===== src/rtl/fetch_pc_sequencer.sv =====
// Fetch PC sequencer: owns the PC, issues imem word fetches, applies EX redirects.
// Optional MISALIGN_TRAP_EN: misaligned redirect targets enter a sticky TRAP state.
module fetch_pc_sequencer #(
  parameter logic [31:0] RESET_PC     = 32'h0000_0000,
  parameter int unsigned FLUSH_CYCLES = 2
) (
  input  logic        clk,
  input  logic        rst_n,
  input  logic        stall_i,
  input  logic        redirect_valid_i,
  input  logic [31:0] redirect_base_i,
  input  logic [31:0] redirect_imm_i,
  input  logic        redirect_is_jalr_i,
  input  logic        imem_ready_i,
  output logic        imem_req_o,
  output logic [31:0] imem_addr_o,
  output logic        fetch_valid_o,
  output logic [31:0] fetch_pc_o,
  output logic        flush_o,
  output logic        trap_o
);

  localparam logic [2:0] FC = 3'(FLUSH_CYCLES);

`ifdef MISALIGN_TRAP_EN
  typedef enum logic [2:0] {
    S_BOOT, S_RUN, S_WAIT, S_FLUSH, S_TRAP
  } state_e;
`else
  typedef enum logic [2:0] {
    S_BOOT, S_RUN, S_WAIT, S_FLUSH
  } state_e;
`endif

  state_e      state_q, state_d;
  logic [31:0] pc_q, pc_d;
  logic [2:0]  cnt_q, cnt_d;
  logic        flush_q, flush_d;
  logic        valid_q, valid_d;
  logic [31:0] fpc_q, fpc_d;
  logic [31:0] sum;
  logic [31:0] target;
  logic        req;
  logic        hs;
  logic        redir;
`ifdef MISALIGN_TRAP_EN
  logic        trap_q, trap_d;
  logic        misalign;
`endif

  always_comb begin
    sum = redirect_base_i + redirect_imm_i;
    if (redirect_is_jalr_i) begin
      sum[0] = 1'b0;
    end
`ifdef MISALIGN_TRAP_EN
    target   = sum;
    misalign = |sum[1:0];
`else
    target   = {sum[31:2], 2'b00};
`endif
  end

  always_comb begin
    state_d = state_q;
    pc_d    = pc_q;
    cnt_d   = cnt_q;
    flush_d = 1'b0;
    valid_d = 1'b0;
    fpc_d   = 32'h0;
    req     = 1'b0;
    redir   = 1'b0;
`ifdef MISALIGN_TRAP_EN
    trap_d  = trap_q;
`endif
    unique case (state_q)
      S_BOOT: begin
        state_d = S_RUN;
      end
      S_RUN: begin
        req   = !stall_i;
        redir = redirect_valid_i;
      end
      S_WAIT: begin
        req   = 1'b1;
        redir = redirect_valid_i;
      end
      S_FLUSH: begin
        redir = redirect_valid_i;
        if (cnt_q <= 3'd1) begin
          cnt_d   = 3'd0;
          state_d = S_RUN;
        end else begin
          cnt_d   = cnt_q - 3'd1;
          flush_d = 1'b1;
        end
      end
`ifdef MISALIGN_TRAP_EN
      S_TRAP: begin
        flush_d = 1'b1;
      end
`endif
      default: begin
        state_d = S_BOOT;
      end
    endcase

    hs = req & imem_ready_i;

    // A redirect kills any in-flight handshake, including a WAIT acceptance
    if (redir) begin
      pc_d    = target;
      state_d = S_FLUSH;
      cnt_d   = FC;
      flush_d = 1'b1;
`ifdef MISALIGN_TRAP_EN
      if (misalign) begin
        state_d = S_TRAP;
        trap_d  = 1'b1;
      end
`endif
    end else if (hs) begin
      pc_d    = pc_q + 32'd4;
      state_d = S_RUN;
      valid_d = 1'b1;
      fpc_d   = pc_q;
    end else if (req) begin
      state_d = S_WAIT;
    end
  end

  always_ff @(posedge clk or negedge rst_n) begin
    if (!rst_n) begin
      state_q <= S_BOOT;
      pc_q    <= RESET_PC;
      cnt_q   <= 3'd0;
      flush_q <= 1'b0;
      valid_q <= 1'b0;
      fpc_q   <= 32'h0;
    end else begin
      state_q <= state_d;
      pc_q    <= pc_d;
      cnt_q   <= cnt_d;
      flush_q <= flush_d;
      valid_q <= valid_d;
      fpc_q   <= fpc_d;
    end
  end

`ifdef MISALIGN_TRAP_EN
  always_ff @(posedge clk or negedge rst_n) begin
    if (!rst_n) begin
      trap_q <= 1'b0;
    end else begin
      trap_q <= trap_d;
    end
  end
  assign trap_o = trap_q;
`else
  assign trap_o = 1'b0;
`endif

  assign imem_req_o    = req;
  assign imem_addr_o   = pc_q;
  assign fetch_valid_o = valid_q;
  assign fetch_pc_o    = fpc_q;
  assign flush_o       = flush_q;

endmodule


===== config.mk =====
export PLATFORM = sky130hd
export DESIGN_NAME = fetch_pc_sequencer
export DESIGN_NICKNAME = d
export VERILOG_FILES = /design/src/rtl/fetch_pc_sequencer.sv
export SDC_FILE = /design/constraint.sdc
export NUM_CORES = 1
export LEC_CHECK = 0
export ABC_AREA = 1
export CORE_ASPECT_RATIO = 0.5
export CORE_MARGIN = 10
export CORE_UTILIZATION = 25
export DETAILED_ROUTE_END_ITERATION = 7
export GPL_TIMING_DRIVEN = 0
export HOLD_SLACK_MARGIN = 0.03
export SYNTH_ARGS = -nofsm -noshare
export SYNTH_HDL_FRONTEND = slang
export SYNTH_SLANG_ARGS = --single-unit

===== constraint.sdc =====
create_clock -name clk -period 1.85 [get_ports clk]
set_input_delay 0.2775 -clock clk [delete_from_list [all_inputs] [get_ports clk]]
set_output_delay 0.2775 -clock clk [all_outputs]
set_load 0.005 [all_outputs]

==> metrics.md <==
| Metric | Value |
|---|---|
| Initial antenna violation count | `1` |
| Estimated wirelength of the detail-placed design | `18.8 mm` |
| Iter 0 DRT Violations | `509` |
| Synth unique cells | `40` |
| Initial core utilization | `25.3%` |
| Max Fclk | `0.540 GHz` |
| Slew at the pin closest to its max-slew limit | `0.853 ns` |
| Final Wtd Congestion | `0.905` |
| Worst-path clk slew | `0.05 ns` |
| Drt wl/cell | `16.4 um` |
| Crit Reg-Reg Endpoint | `imem_addr_o[10]` |
| Clk buf depth | `2` |
| Max-Cap Viols | `0` |
| Vias | `6618` |
| Max Slew Vio Count | `0` |
| Worst VDD drop | `0.490 mV` |
| Root Buffer | `clkbuf_16` |
| Synth area leaders | `dfrtp_1, nand2_1, inv_1` |
| Post-synth top area share | `28.3%` |
| Mapped cell area | `0.00602 mm^2` |
| CP startpoint kind | `flip-flop` |
| CP arrival | `2.06 ns` |
| Largest net degree at the start of global routing | `69` |
| LEAKAGE | `0.00473 uW` |
| Layout net count | `1241` |
| Largest driver fanout on the critical path | `5` |
| Gr ovfl total | `0` |
| Pwr Density | `702 mW/mm^2` |
| Worst hold path class | `in2async` |
| Post-synth top flop | `dfrtp_1` |
| RSZ-0062 raised after global routing | `yes` |
| CTS Buf Count | `9` |
| Leading area contributor after synthesis | `dfrtp_1` |
| Drt pass-1 iters | `5` |
| Area grow syn2layout | `55.8%` |
| Core Region | `0.0238 mm^2` |
| Post-synthesis sequential area ratio | `28.3%` |
| Vias in the first global route | `6544` |
| Final worst setup slack | `-0.00253 ns` |
| Die W | `239 um` |
| Antenna Nets Post-Route | `0` |
| Fin crit period | `1.85 ns` |
| Htree depth | `3` |
| Row count | `40` |
| CP max stage cell | `dfrtp_1` |
| CTS sink cnt | `68` |
| Fin util | `39.4%` |
| Tcrit/Tclk final | `100%` |
| Final setup fails | `2` |
| CTS tree | `built` |
| Worst R2R Path Depth | `10` |
| Flop-to-flop setup slack | `-0.003 ns` |
| Post-synth EDFFs | `0` |
| Proportion of layout cells with a drive suffix above 1 | `23.2%` |
| Post-synth ARST share | `100%` |
| Cts hold-fix bufs | `0` |
| Outcome | `complete, but fails checks` |
| First-pass GRT wire length | `36.2 mm` |
| Crit path kind | `reg2reg` |
| Rel. slew slack | `43.1%` |
| Clock Latency Late Sink | `0.34 ns` |
| Syn Inst Count | `962` |
| Die ar. | `0.0311 mm^2` |
| Commonest non-fill, non-tap cell in the layout | `nand2_1` |
| Post-synthesis area per instance | `6.26 um^2` |
| Fin. Hold Viols | `0` |
| DRC | `0` |
| # IOs | `138` |
| CP Capture Type | `flip-flop` |
| Violated checks | `negative setup slack` |
| Via density | `4.55` |
| Worst Skew | `0.00591 ns` |
| GRT Util Overall | `14.7%` |
| Seq cells post-synth | `68` |
| Hold WS | `0.0490 ns` |
| CP cell instances | `buf_6, ha_4, a21oi_4, nor2_4, nand2_4, buf_8, clkinvlp_4, clkbuf_16, a211oi_1, a21oi_1` |
| YS warnings | `0` |
| Die Y | `130 um` |
| CP required | `2.06 ns` |
| Slowest stage delay, CP | `0.40 ns` |
| Commonest cells after routing, fill and taps aside | `nand2_1, inv_1, clkdlybuf4s50_1, nor2_1` |
| Final wirelength | `23.9 mm` |
| Port bufs | `133` |
| Launching point of the worst reg2reg path | `state_q[0]` |
==> report_power, final <==
part           leakage [uW]  internal (uW)  total (uW)  switching (uW)
combinational       0.00372           1230        2820            1590
sequential         0.000854           1690        2010             325
clock              0.000149           1110        1740             631
total               0.00473           4030        6580            2550
==> cells by family (layout without fill, tap and decap cells) <==
| logic type | after synthesis | count (layout) | share of synthesized area, % |
|---|---|---|---|
| other cells | 1 | 5 | 0.0623 |
| buf+inv | 199 | 373 | 13.1 |
| compound gates | 98 | 98 | 9.35 |
| simple gates | 544 | 544 | 39.3 |
| flops | 68 | 68 | 28.3 |
| xor+xnor | 15 | 15 | 2.18 |
| fa+ha+maj | 37 | 37 | 7.69 |
==> flip-flops by register name, summed over array words and instances, names as in the netlist <==
| name | cells |
|---|---|
| cnt_q | 3 |
| fetch_valid_o | 1 |
| state_q | 2 |
| imem_addr_o | 30 |
| flush_o | 1 |
| fetch_pc_o | 31 |
==> how the worst max path moves through the flow <==
stage                       start              end  slack [ns]  depth (start not counted)
2_1_floorplan          state_q[0]   imem_addr_o[5]        0.15                         10
3_3_place_gp                rst_n    fetch_pc_o[3]       -1.80                          1
3_5_place_dp     redirect_valid_i  imem_addr_o[12]       -0.59                          9
4_1_cts        redirect_imm_i[23]  imem_addr_o[24]      -0.002                         11
5_1_grt                state_q[0]   imem_addr_o[7]        -0.1                         10
6_report               state_q[0]  imem_addr_o[10]      -0.003                         10
==> metal layers <==
layer | GRT usage, % | up-vias | wire (um)
met3 | 1.56 | 27 | 946
met1 | 19.3 | 3082 | 10800
met2 | 25.5 | 160 | 11800
met5 | 0 | - | 0
met4 | 3.76 | 0 | 403
li1 | - | 3349 | -
==> critical path, delay by kind of cell, from the launching register on <==
family	cells	cell delay (ns)
buffers and inverters	4	0.61
flip-flops	1	0.40
AND/OR/NAND/NOR	2	0.15
AO/OA/AOI/OAI	3	0.41
adder cells (fa/ha/maj)	1	0.15
==> synth_stat cells, drive strengths merged (2+ instances only) <==
cell	number
nand4	11
nand3b	3
buf	12
and2	5
clkbuf	6
xnor2	2
xor2	13
o21bai	6
dfrtp	68
a211oi	2
nand2	320
o221ai	6
inv	181
o21ai	24
nor3	18
ha	37
a22oi	3
a21oi	50
nand3	77
o31ai	2
o22ai	2
nor2	109
==> metrics by stage <==
step | instances | setup slack, ns | TNS [ns] | total power [uW] | cell area [um^2]
finish | 1455 | -0.00253 | -0.00277 | 6580 | 9380
global route | 1455 | -0.0967 | -0.506 | 7010 | 9380
CTS | 1432 | -0.00200 | -0.00200 | 6190 | 8420
detailed placement | 1413 | -0.587 | -18.40 | 4280 | 7750
global placement | 1413 | -1.80 | -140.29 | 4270 | 7760
floorplan | 965 | 0.146 | 0 | 3220 | 6030
==> cell type report <==
cell class | count | area (um^2)
buffer | 17 | 145
clock inverter | 4 | 47.5
timing repair buffer | 159 | 1620
antenna | 1 | 2.50
clock buffer | 12 | 256
multi-input combinational | 698 | 4510
sequential | 68 | 1710
inverter | 181 | 691
tap | 315 | 394
fill | 2541 | 14400
==> what timing repair did <==
| action | in CTS | in global routing |
|---|---|---|
| pin swaps | 4 | 47 |
| cloned | 0 | 3 |
| setup endpoints to repair | 67 | 43 |
| buffers inserted | 3 | 20 |
| gates resized for setup | 87 | 193 |
Note: power is estimated with default switching activity, not from simulation.
